$ cat src/rtl/pixel_bit_serializer_if.sv
// pixel_bit_serializer_if
//   Bundles the frame control, pixel memory read port and bit stream
//   handshake of the pixel bit serializer.
//   master : the serializer itself (drives busy, pix_rd, pix_addr,
//            bit_to_transmit, all_bits_shifted)
//   slave  : the surrounding system (pixel memory, prescaler_selector,
//            frame sequencer)
//   Parameters: ADDR_W pixel address width, BITS_PER_LED pixel word width.
interface pixel_bit_serializer_if #(
  parameter int ADDR_W       = 3,
  parameter int BITS_PER_LED = 24
);
  logic                    frame_start;
  logic                    busy;
  logic                    pix_rd;
  logic [ADDR_W-1:0]       pix_addr;
  logic [BITS_PER_LED-1:0] pix_data;
  logic                    new_bit_rqst;
  logic                    bit_to_transmit;
  logic                    all_bits_shifted;
  logic                    reset_finish;

  modport master (
    input  frame_start, pix_data, new_bit_rqst, reset_finish,
    output busy, pix_rd, pix_addr, bit_to_transmit, all_bits_shifted
  );

  modport slave (
    output frame_start, pix_data, new_bit_rqst, reset_finish,
    input  busy, pix_rd, pix_addr, bit_to_transmit, all_bits_shifted
  );
endinterface

$ cat src/rtl/pixel_bit_serializer.sv
// pixel_bit_serializer
//   Fetches GRB pixel words from the pixel memory and serialises them
//   MSB-first, one bit per new_bit_rqst pulse. After the last bit of the
//   last LED it raises all_bits_shifted and waits for reset_finish before
//   accepting another frame.
// Ports
//   clk  : system clock
//   rst  : asynchronous reset, active-high
//   bus  : pixel_bit_serializer_if master modport
//          frame_start (in)       start a frame, honoured in IDLE only
//          busy (out)             frame in progress
//          pix_rd/pix_addr (out)  pixel memory read strobe and LED index
//          pix_data (in)          read data, valid 1 cycle after pix_rd
//          new_bit_rqst (in)      current bit consumed
//          bit_to_transmit (out)  current bit
//          all_bits_shifted (out) frame fully shifted
//          reset_finish (in)      stripe latch period over
module pixel_bit_serializer #(
  parameter int NUM_LEDS     = 8,
  parameter int BITS_PER_LED = 24,
  parameter int ADDR_W       = 3
) (
  input  logic                   clk,
  input  logic                   rst,
  pixel_bit_serializer_if.master bus
);

  localparam int CNT_W = (BITS_PER_LED > 1) ? $clog2(BITS_PER_LED) : 1;
  localparam logic [CNT_W-1:0]  LAST_BIT = CNT_W'(BITS_PER_LED - 1);
  localparam logic [ADDR_W-1:0] LAST_LED = ADDR_W'(NUM_LEDS - 1);

  typedef enum logic [1:0] {
    IDLE,
    LOAD,
    SHIFT,
    DONE
  } state_t;

  state_t                  state;
  logic [BITS_PER_LED-1:0] shift_reg;
  logic [BITS_PER_LED-1:0] next_pix;
  logic [CNT_W-1:0]        bit_cnt;
  logic [ADDR_W-1:0]       led_cnt;
  logic                    busy;
  logic                    pix_rd;
  logic [ADDR_W-1:0]       pix_addr;
  logic                    all_bits_shifted;
  // High in the cycle pix_data carries the answer to the previous pix_rd.
  logic                    data_valid;

  // Single FSM register block. pix_rd is a one-cycle strobe, so it
  // defaults low every cycle and is only raised where a read is issued.
  always_ff @(posedge clk or posedge rst) begin
    if (rst) begin
      state            <= IDLE;
      shift_reg        <= '0;
      next_pix         <= '0;
      bit_cnt          <= '0;
      led_cnt          <= '0;
      busy             <= 1'b0;
      pix_rd           <= 1'b0;
      pix_addr         <= '0;
      all_bits_shifted <= 1'b0;
      data_valid       <= 1'b0;
    end else begin
      pix_rd     <= 1'b0;
      data_valid <= pix_rd;
      case (state)
        IDLE: begin
          if (bus.frame_start) begin
            state    <= LOAD;
            pix_rd   <= 1'b1;
            pix_addr <= '0;
            busy     <= 1'b1;
          end
        end
        LOAD: begin
          // Wait for the read data of LED 0, then prefetch LED 1 while
          // LED 0 is being shifted out.
          if (data_valid) begin
            shift_reg <= bus.pix_data;
            bit_cnt   <= '0;
            led_cnt   <= '0;
            state     <= SHIFT;
            if (NUM_LEDS > 1) begin
              pix_rd   <= 1'b1;
              pix_addr <= ADDR_W'(1);
            end
          end
        end
        SHIFT: begin
          if (data_valid) begin
            next_pix <= bus.pix_data;
          end
          if (bus.new_bit_rqst) begin
            if (bit_cnt != LAST_BIT) begin
              shift_reg <= shift_reg << 1;
              bit_cnt   <= bit_cnt + 1'b1;
            end else if (led_cnt != LAST_LED) begin
              // Swap in the prefetched word and fetch the one after it.
              shift_reg <= next_pix;
              bit_cnt   <= '0;
              led_cnt   <= led_cnt + 1'b1;
              if (int'(led_cnt) + 2 < NUM_LEDS) begin
                pix_rd   <= 1'b1;
                pix_addr <= ADDR_W'(int'(led_cnt) + 2);
              end
            end else begin
              state            <= DONE;
              all_bits_shifted <= 1'b1;
            end
          end
        end
        DONE: begin
          // frame_start arriving together with reset_finish is dropped
          // because IDLE is only reached on the following edge.
          if (bus.reset_finish) begin
            state            <= IDLE;
            all_bits_shifted <= 1'b0;
            busy             <= 1'b0;
          end
        end
        default: state <= IDLE;
      endcase
    end
  end

  // The bit is only meaningful while shifting; it reads 0 everywhere else
  // so a stale word never leaks onto the stripe.
  assign bus.bit_to_transmit  = (state == SHIFT) & shift_reg[BITS_PER_LED-1];
  assign bus.busy             = busy;
  assign bus.pix_rd           = pix_rd;
  assign bus.pix_addr         = pix_addr;
  assign bus.all_bits_shifted = all_bits_shifted;

endmodule

$ cat src/flat_wrapper.sv
// flat-port wrapper written by rule: the top's interface ports become plain ports
module pixel_bit_serializer_flat 
#(
  parameter int NUM_LEDS     = 8,
  parameter int BITS_PER_LED = 24,
  parameter int ADDR_W       = 3
)
  (clk, rst, bus_frame_start, bus_pix_data, bus_new_bit_rqst, bus_reset_finish, bus_busy, bus_pix_rd, bus_pix_addr, bus_bit_to_transmit, bus_all_bits_shifted);
  pixel_bit_serializer_if #(.ADDR_W(ADDR_W), .BITS_PER_LED(BITS_PER_LED)) bus_i ();
  input  logic clk;
  input  logic rst;
  input wire logic [$bits(bus_i.frame_start)-1:0] bus_frame_start;
  input wire logic [$bits(bus_i.pix_data)-1:0] bus_pix_data;
  input wire logic [$bits(bus_i.new_bit_rqst)-1:0] bus_new_bit_rqst;
  input wire logic [$bits(bus_i.reset_finish)-1:0] bus_reset_finish;
  output wire logic [$bits(bus_i.busy)-1:0] bus_busy;
  output wire logic [$bits(bus_i.pix_rd)-1:0] bus_pix_rd;
  output wire logic [$bits(bus_i.pix_addr)-1:0] bus_pix_addr;
  output wire logic [$bits(bus_i.bit_to_transmit)-1:0] bus_bit_to_transmit;
  output wire logic [$bits(bus_i.all_bits_shifted)-1:0] bus_all_bits_shifted;
  assign bus_i.frame_start = bus_frame_start;
  assign bus_i.pix_data = bus_pix_data;
  assign bus_i.new_bit_rqst = bus_new_bit_rqst;
  assign bus_i.reset_finish = bus_reset_finish;
  assign bus_busy = bus_i.busy;
  assign bus_pix_rd = bus_i.pix_rd;
  assign bus_pix_addr = bus_i.pix_addr;
  assign bus_bit_to_transmit = bus_i.bit_to_transmit;
  assign bus_all_bits_shifted = bus_i.all_bits_shifted;
  pixel_bit_serializer #(.NUM_LEDS(NUM_LEDS), .BITS_PER_LED(BITS_PER_LED), .ADDR_W(ADDR_W)) u_core (.clk(clk), .rst(rst), .bus(bus_i));
endmodule
$ cat config.mk
export PLATFORM = sky130hd
export DESIGN_NAME = pixel_bit_serializer_flat
export DESIGN_NICKNAME = d
export VERILOG_FILES = /design/src/rtl/pixel_bit_serializer_if.sv /design/src/rtl/pixel_bit_serializer.sv /design/src/flat_wrapper.sv
export SDC_FILE = /design/constraint.sdc
export NUM_CORES = 1
export LEC_CHECK = 0
export CORE_AREA = 4 4 93 73
export CTS_BUF_LIST = sky130_fd_sc_hd__clkbuf_8
export CTS_CLUSTER_SIZE = 40
export DETAILED_ROUTE_END_ITERATION = 7
export DIE_AREA = 0 0 97 77
export HOLD_SLACK_MARGIN = 0.05
export PLACE_DENSITY = 0.8
export SYNTH_ARGS = -nofsm -noshare
export SYNTH_HDL_FRONTEND = slang
export SYNTH_SLANG_ARGS = --single-unit
$ cat constraint.sdc
create_clock -name clk -period 6.7 [get_ports clk]
set_clock_uncertainty 0.1 [all_clocks]
set_input_delay 1.34 -clock clk [delete_from_list [all_inputs] [get_ports clk]]
set_output_delay 1.34 -clock clk [all_outputs]
set_load 0.02 [all_outputs]
==> results of run 1 <==
-- routing by layer --
layer,vias up,track usage
met2,69,0.2727
met4,0,0.04488
met3,8,0.06800
met1,1047,0.2368
li1,1021,-
met5,-,0
-- cell type report --
type | instances | area [µm²]
inverters | 22 | 82.58
clock inverters | 4 | 42.54
clock buffers | 12 | 165.2
well taps | 78 | 97.59
repair buffers | 38 | 372.9
flip-flops and latches | 65 | 1627
multi-input cells | 154 | 1386
fillers | 435 | 2022
-- cell usage after synthesis (all sizes together) --
master | n | share of area
a2bb2oi | 1 | 0.0027
a221o | 9 | 0.032
and2 | 1 | 0.0023
buf | 10 | 0.026
o2bb2ai | 1 | 0.0027
dfrtp | 65 | 0.51
mux2 | 36 | 0.13
nor2 | 4 | 0.0047
mux2i | 18 | 0.056
nand2 | 8 | 0.010
nand3 | 2 | 0.0047
a21oi | 7 | 0.014
ha | 9 | 0.035
or2b | 2 | 0.0055
nor3 | 2 | 0.0066
a31oi | 2 | 0.0039
o21a | 1 | 0.0023
nand4 | 4 | 0.0078
o31ai | 5 | 0.012
or3 | 2 | 0.0055
nand2b | 3 | 0.0082
a22o | 1 | 0.0027
inv | 22 | 0.026
or3b | 1 | 0.0027
a222oi | 16 | 0.050
clkbuf | 3 | 0.0066
nor2b | 11 | 0.022
o21ai | 7 | 0.011
and3 | 1 | 0.0020
-- through the flow --
stage	hold WS [ns]	setup WS [ns]	power (µW)	util	cell area, µm²
detailed placement	0.2821	3.002	455.3	0.6153	3566
global route	0.3202	3.112	822.4	0.6511	3774
CTS	0.3003	3.202	796.3	0.6511	3774
finish	0.2933	3.223	788.0	0.6511	3774
global placement	0.2644	3.039	454.2	0.6153	3566
floorplan	0.3740	3.634	431.3	-	3201
-- kinds of logic after synthesis --
| kind of cell | count (synthesis) | synth area share |
|---|---|---|
| buf+inv | 35 | 0.05864 |
| fa+ha+maj | 9 | 0.03518 |
| mux | 54 | 0.1830 |
| compound gates | 50 | 0.1333 |
| simple gates | 41 | 0.08171 |
| flops | 65 | 0.5082 |
-- path summary, 6_finish.rpt --
| check | depth (start not counted) | from | endpoint | slack (ns) |
|---|---|---|---|---|
| setup reg to reg | 7 | u_core.state[0] | u_core.shift_reg[4] | 3.88 |
| hold / removal | 0 | u_core.bus.pix_rd | u_core.data_valid | 0.29 |
| max in group asynchronous | 3 | rst | u_core.led_cnt[1] | 4.53 |
| setup / recovery | 5 | u_core.state[0] | bus_bit_to_transmit | 3.22 |
| hold reg to reg | 0 | u_core.bus.pix_rd | u_core.data_valid | 0.29 |
| min in group asynchronous | 3 | rst | u_core.next_pix[17] | 1.44 |
-- report_power, final --
part | internal [µW] | switching [µW] | total, µW | leakage [µW]
sequential | 400 | 3.79 | 404 | 0.000753
combinational | 27.7 | 16.4 | 44.1 | 0.000815
clock | 199 | 141 | 340 | 0.000115
total | 626 | 162 | 788 | 0.00168
==> out/qor.yml, run 1 <==
run_status:
  status: "finished clean"
sta:
  setup-tns-final_ns: 0
  rsz0062_at_grt: "false"
  hold_viol: 0
  finalCritPeriodShare: 0.5190
  fmax_mhz: 287.6
  drv_slew: 0
  slew_headroom: 0.2510
  setup_viol: 0
  worst_pin_slew_ns: 1.121
  post-route-min-period_ns: 3.477
yosys:
  avgSynthCellArea_um2: 12.60
  syn_inst: 254
  ys_seq_area_frac: 0.5082
  syn_area_um2: 3201
  ys_ff_latch: 65
  synthesis.nets: 292
  yosysWarnings: 0
  ys_types: 40
clocking:
  path_clk_slew_ns: 0.07
  cts_buffers: 9
  cts_root_buf: "clkbuf_8"
  cts_hold_buf: 0
  cts_tree: "built"
  clk_latency_ns: 0.35
  clock_sinks: 65
  post_cts_resized: 0
  cts_max_level: 3
  cts_setup_buffers: 0
  clk_path_buf_depth: 2
floorplan:
  rows: 24
  die_x_um: 97
  io_pins: 36
  start_util: 0.5522
  core_um2: 5796
  dieArea_um2: 7469
  die_y_um: 77
drt:
  detail-route-antenna-nets: 0
  wl_met2_um: 2877
  avgViaCountPerCell: 5.751
  avgRoutedWirePerCell_um: 16.61
  route.met3.wl_um: 382
  met1Wirelength_um: 2871
  dr.pass1.iters: 8
  routed.top_layer: "met4"
  vias: 2145
  drt_wl_total_um: 6194
  drt_iter0_drc: 196
  drc_errors: 0
worst_hold_path:
  hp-class: "reg2reg"
pwr:
  vdd_drop_max_mv: 0.1394
  power.density_nw_per_um2: 208.8
  leakage_uw: 0.001683
final_layout:
  drive_gt1_frac: 0.2508
  instances_no_fill: 373
  final_cell_mix: "dfrtp_1, mux2_2, clkdlybuf4s50_1"
  nets: 328
  layout.cells.most_common: "dfrtp_1"
  areaGrowthSynthToFinish_pct: 17.90
  antennaDiodeCount: 0
worst_setup_path:
  critPathArrivalTime_ns: 2.04
  cpMaxStageDelayCell: "clkdlybuf4s50_1"
  critPathMaxStageDelay_ns: 0.61
  cp_max_fo: 21
  critPathTopFamily: "buffers and inverters"
  crit_buf_inv: 3
  crit_required_ns: 5.26
  crit_path_cell_trace: "inv_1 > ha_1 > inv_2 > nor2_1 > clkdlybuf4s50_1"
  worstSetupEndpointType: "output pin"
  crit_type: "reg2out"
  critPathLaunchType: "register"
global_routing:
  grt_pass1_wl_um: 10550
  grt_max_degree: 66
  globalRouteOverflowTotal: 0
  grt_pass1_vias: 2149
  grt_use_total: 0.1773
  antenna_found_initial: 0
placed_design:
  portBuffers: 35
  place_hpwl_um: 3861
  routabilityCongestion: 0.8216
  placed_cells: 357
run:
  maxCapViolations: 0
(Power assumes the default switching activity.)
==> run 2: changes to the inputs <==
clock period = 3.4 ns   (was 6.7 ns; I/O delays follow)
==> run 2 against run 1 <==
Compared with the run above:
- sequential share of layout area down 0.47 points
- flip-flop and latch count unchanged
- highest routed layer unchanged
- final area up 1.1%
- combinational power up 99%
- largest cell class unchanged
- largest power group unchanged
- hold slack worse by 0.0075 ns
- critical endpoint unchanged
- via count up 1.5%
- final cell count up 1.1%
==> out/qor.yml, run 2 (synthesis gave the netlist of run 1 again) <==
worst_setup_path:
  reg2reg_from: "u_core.state[0]"
  critPathTopFamily: "buffers and inverters"
  critPathMaxStageDelay_ns: 0.62
  ff2ff_setup_slack_ns: 0.59
  crit_type: "reg2out"
  cp_max_fo: 15
  crit_buf_inv: 3
  crit_path_cell_trace: "inv_1 > ha_1 > inv_2 > nor2_1 > clkdlybuf4s50_1"
  critPathLaunchType: "register"
  cpMaxStageDelayCell: "clkdlybuf4s50_1"
  worstSetupStartpoint: "u_core.state[0]"
  crit_required_ns: 2.62
  critPathArrivalTime_ns: 2.29
  worstSetupEndpointType: "output pin"
drt:
  vias: 2177
  drc_errors: 0
  detail-route-antenna-nets: 0
  avgViaCountPerCell: 5.775
  drt_iter0_drc: 209
  avgRoutedWirePerCell_um: 17.00
  dr.pass1.iters: 6
  drt_wl_total_um: 6408
sta:
  setup-tns-final_ns: 0
  setup_viol: 0
  rsz0062_at_grt: "false"
  drv_slew: 0
  post-route-min-period_ns: 3.070
  worst_pin_slew_ns: 1.115
  slew_headroom: 0.2547
  finalCritPeriodShare: 0.9028
  fmax_mhz: 325.8
  holdWs_ns: 0.2859
  hold_viol: 0
final_layout:
  layout.cells.most_common: "dfrtp_1"
  areaGrowthSynthToFinish_pct: 19.19
  fill_cells: 456
  antennaDiodeCount: 0
  final_cell_mix: "dfrtp_1, mux2_2, clkdlybuf4s50_1"
  drive_gt1_frac: 0.2676
  nets: 332
floorplan:
  dieArea_um2: 7469
  start_util: 0.5522
  die_y_um: 77
  rows: 24
  die_x_um: 97
  core_um2: 5796
  io_pins: 36
placed_design:
  place_hpwl_um: 4111
  portBuffers: 35
  routabilityCongestion: 0.8107
clocking:
  clk_path_buf_depth: 2
  cts_tree: "built"
  clk_latency_ns: 0.34
  cts_setup_buffers: 0
  cts_max_level: 3
  cts_root_buf: "clkbuf_8"
  cts_buffers: 9
  cts_hold_buf: 0
  post_cts_resized: 0
  path_clk_slew_ns: 0.07
  clock_sinks: 65
global_routing:
  grt_max_degree: 66
  grt_use_total: 0.1811
  antenna_found_initial: 0
  grt_pass1_vias: 2238
  globalRouteOverflowTotal: 0
  grt_pass1_wl_um: 10970
worst_hold_path:
  hold_start: "u_core.bus.pix_rd"
  hp-class: "reg2reg"
run_status:
  status: "finished clean"
pwr:
  p_total_uw: 1599
  leakage_uw: 0.001698
  power.density_nw_per_um2: 419.0
  vdd_drop_max_mv: 0.3072
run:
  maxCapViolations: 0
-- run 2: cell types whose count changed in the layout (fill, tap and decap cells not counted), sizes merged --
| cell | change |
|---|---|
| buf | +4 |
| clkbuf | -3 |
| clkinv | +3 |
| inv | -2 |
| bufinv | +1 |
| clkinvlp | +1 |
-- run 2: path summary, 6_finish.rpt --
path	to	depth (start not counted)
min reg2reg	u_core.data_valid	0
min	u_core.data_valid	0
max in group asynchronous	u_core.bus.all_bits_shifted	3
min in group asynchronous	u_core.shift_reg[16]	3
max	bus_bit_to_transmit	5
max reg2reg	u_core.next_pix[8]	5
-- run 2: power by group --
group	switching (µW)	internal, µW	leakage, µW	total (µW)
logic	33.2	54.5	0.000835	87.7
clock network	304	412	0.000109	716
registers	7.37	787	0.000753	795
total	345	1250	0.00170	1600
-- run 2: worst register-to-register path: stages, from the launching register on --
cell and delay, ns:
dfrtp_1 0.40, inv_1 0.14, ha_1 0.57, buf_4 0.28
nand2_1 0.65, mux2_2 0.55
-- run 2: routing by layer --
layer	share of wire	up-vias	track usage	wire [µm]
met3	0.056	9	0.05621	356
met1	0.48	1071	0.2499	3056
met4	0.013	0	0.06031	82
li1	-	1026	-	-
met2	0.45	71	0.2727	2913
met5	0	-	0	0
-- run 2: layout make-up --
cell class | instances | area, µm² | share of cell area
multi-input cells | 154 | 1386 | 0.3634
well taps | 78 | 97.59 | 0.02558
clock buffers | 9 | 123.9 | 0.03247
inverters | 22 | 82.58 | 0.02165
clock inverters | 7 | 95.09 | 0.02493
flip-flops and latches | 65 | 1627 | 0.4264
repair buffers | 42 | 402.9 | 0.1056
-- run 2: through the flow --
stage / instances / area (µm²) / utilization / setup slack [ns]
after floorplan: 254 / 3201 / - / 0.9935
after global placement: 361 / 3596 / 0.6205 / 0.5678
after detailed placement: 361 / 3596 / 0.6205 / 0.5478
after CTS: 377 / 3815 / 0.6582 / 0.3144
after global routing: 377 / 3815 / 0.6582 / 0.1858
final: 377 / 3815 / 0.6582 / 0.3304
==> run 3: changes to the inputs <==
SLEW_MARGIN = 30   (was unset)
==> run 3 against run 2 <==
Compared with the run above:
- total power increased by 0.24%
- register-to-register slack improved by 0.09 ns
- utilization about the same
- count of clock-buffer cells in the layout unchanged
- via count increased by 1.1%
- global-route usage increased by 0.23 points
- highest routed layer unchanged
- worst setup slack improved by 0.0041 ns
- flip-flop and latch count unchanged
- critical path type unchanged
- clock power increased by 0.6%
- combinational power about the same
==> out/qor.yml, run 3 (synthesis gave the netlist of run 1 again) <==
final_layout:
  antennaDiodeCount: 0
  seqCellArea_um2: 1627
  multiInputGateArea_um2: 1389
  areaGrowthSynthToFinish_pct: 19.27
  fill_cells: 455
  drive_gt1_frac: 0.2709
  layout.cells.most_common: "dfrtp_1"
  final_cell_mix: "dfrtp_1, mux2_2, clkdlybuf4s50_1"
  nets: 332
placed_design:
  routabilityCongestion: 0.8107
  portBuffers: 35
  place_hpwl_um: 4142
worst_setup_path:
  cp_max_fo: 15
  critPathArrivalTime_ns: 2.29
  crit_type: "reg2out"
  critPathLaunchType: "register"
  crit_required_ns: 2.62
  worstSetupEndpointType: "output pin"
drt:
  drt_wl_total_um: 6467
  detail-route-antenna-nets: 0
  vias: 2202
  drc_errors: 0
  dr.pass1.iters: 6
  avgViaCountPerCell: 5.841
  drt_iter0_drc: 225
  avgRoutedWirePerCell_um: 17.15
sta:
  post-route-min-period_ns: 3.065
  worst_pin_slew_ns: 0.8008
  drv_slew: 0
  setup_viol: 0
  fmax_mhz: 326.2
  finalCritPeriodShare: 0.9016
  setup-tns-final_ns: 0
  slew_headroom: 0.4661
  hold_viol: 0
  holdWs_ns: 0.2991
  rsz0062_at_grt: "false"
global_routing:
  globalRouteOverflowTotal: 0
  grt_pass1_wl_um: 11010
  grt_use_total: 0.1834
  antenna_found_initial: 0
  grt_max_degree: 66
  grt_pass1_vias: 2245
run:
  maxCapViolations: 0
clocking:
  cts_setup_buffers: 0
  cts_max_level: 3
  cts_tree: "built"
  cts_root_buf: "clkbuf_8"
  clk_latency_ns: 0.35
  cts_buffers: 9
  cts_hold_buf: 0
  clock_sinks: 65
  post_cts_resized: 0
  path_clk_slew_ns: 0.07
  clk_path_buf_depth: 2
floorplan:
  dieArea_um2: 7469
  die_y_um: 77
  start_util: 0.5522
  io_pins: 36
  rows: 24
  core_um2: 5796
  die_x_um: 97
run_status:
  status: "finished clean"
worst_hold_path:
  hp-class: "reg2reg"
pwr:
  vdd_drop_max_mv: 0.3080
  leakage_uw: 0.001699
  power.density_nw_per_um2: 419.8
==> run 3: final cells by class <==
cell class	count	area share
Multi-Input combinational cell	154	0.3638
Clock buffer	9	0.03245
Sequential cell	65	0.4261
Clock inverter	7	0.02491
Inverter	22	0.02163
Timing Repair Buffer	42	0.1055
Tap cell	78	0.02557
==> run 3: worst paths after layout <==
check,from,endpoint,slack [ns],depth (start not counted)
min in group asynchronous,rst,u_core.next_pix[17],0.78,3
max in group asynchronous,rst,u_core.bus.all_bits_shifted,1.88,3
worst max-delay path,u_core.state[0],bus_bit_to_transmit,0.33,5
worst min-delay path,u_core.bus.pix_rd,u_core.data_valid,0.30,0
worst max register to register,u_core.state[0],u_core.bit_cnt[3],0.68,8
worst min register to register,u_core.bus.pix_rd,u_core.data_valid,0.30,0
==> run 3: per-layer routing <==
layer / track usage / share of wire
met3: 0.06890 / 0.061
met1: 0.2397 / 0.45
met4: 0.06031 / 0.013
met2: 0.2831 / 0.47
met5: 0 / 0
==> run 3: stage by stage <==
step           cells  utilization  setup WS (ns)  instance area, µm²  power (µW)
2_1_floorplan    254            -         0.9935                3201       849.9
3_3_place_gp     361       0.6205         0.5678                3596       895.5
3_5_place_dp     361       0.6209         0.5373                3598       898.0
4_1_cts          377       0.6587         0.3225                3817        1620
5_1_grt          377       0.6587         0.1873                3817        1668
6_report         377       0.6587         0.3345                3817        1602
==> run 3: power breakdown <==
group          leakage (µW)  switching, µW  internal (µW)
combinational      0.000836           33.2           54.5
sequential         0.000753           7.49            787
clock              0.000109            308            412
==> run 3: worst max-delay path: stages (launching register included) <==
cell and delay (ns):
dfrtp_1 0.40, inv_1 0.14, ha_1 0.56, inv_2 0.07, nor2_1 0.15, clkdlybuf4s50_1 0.62
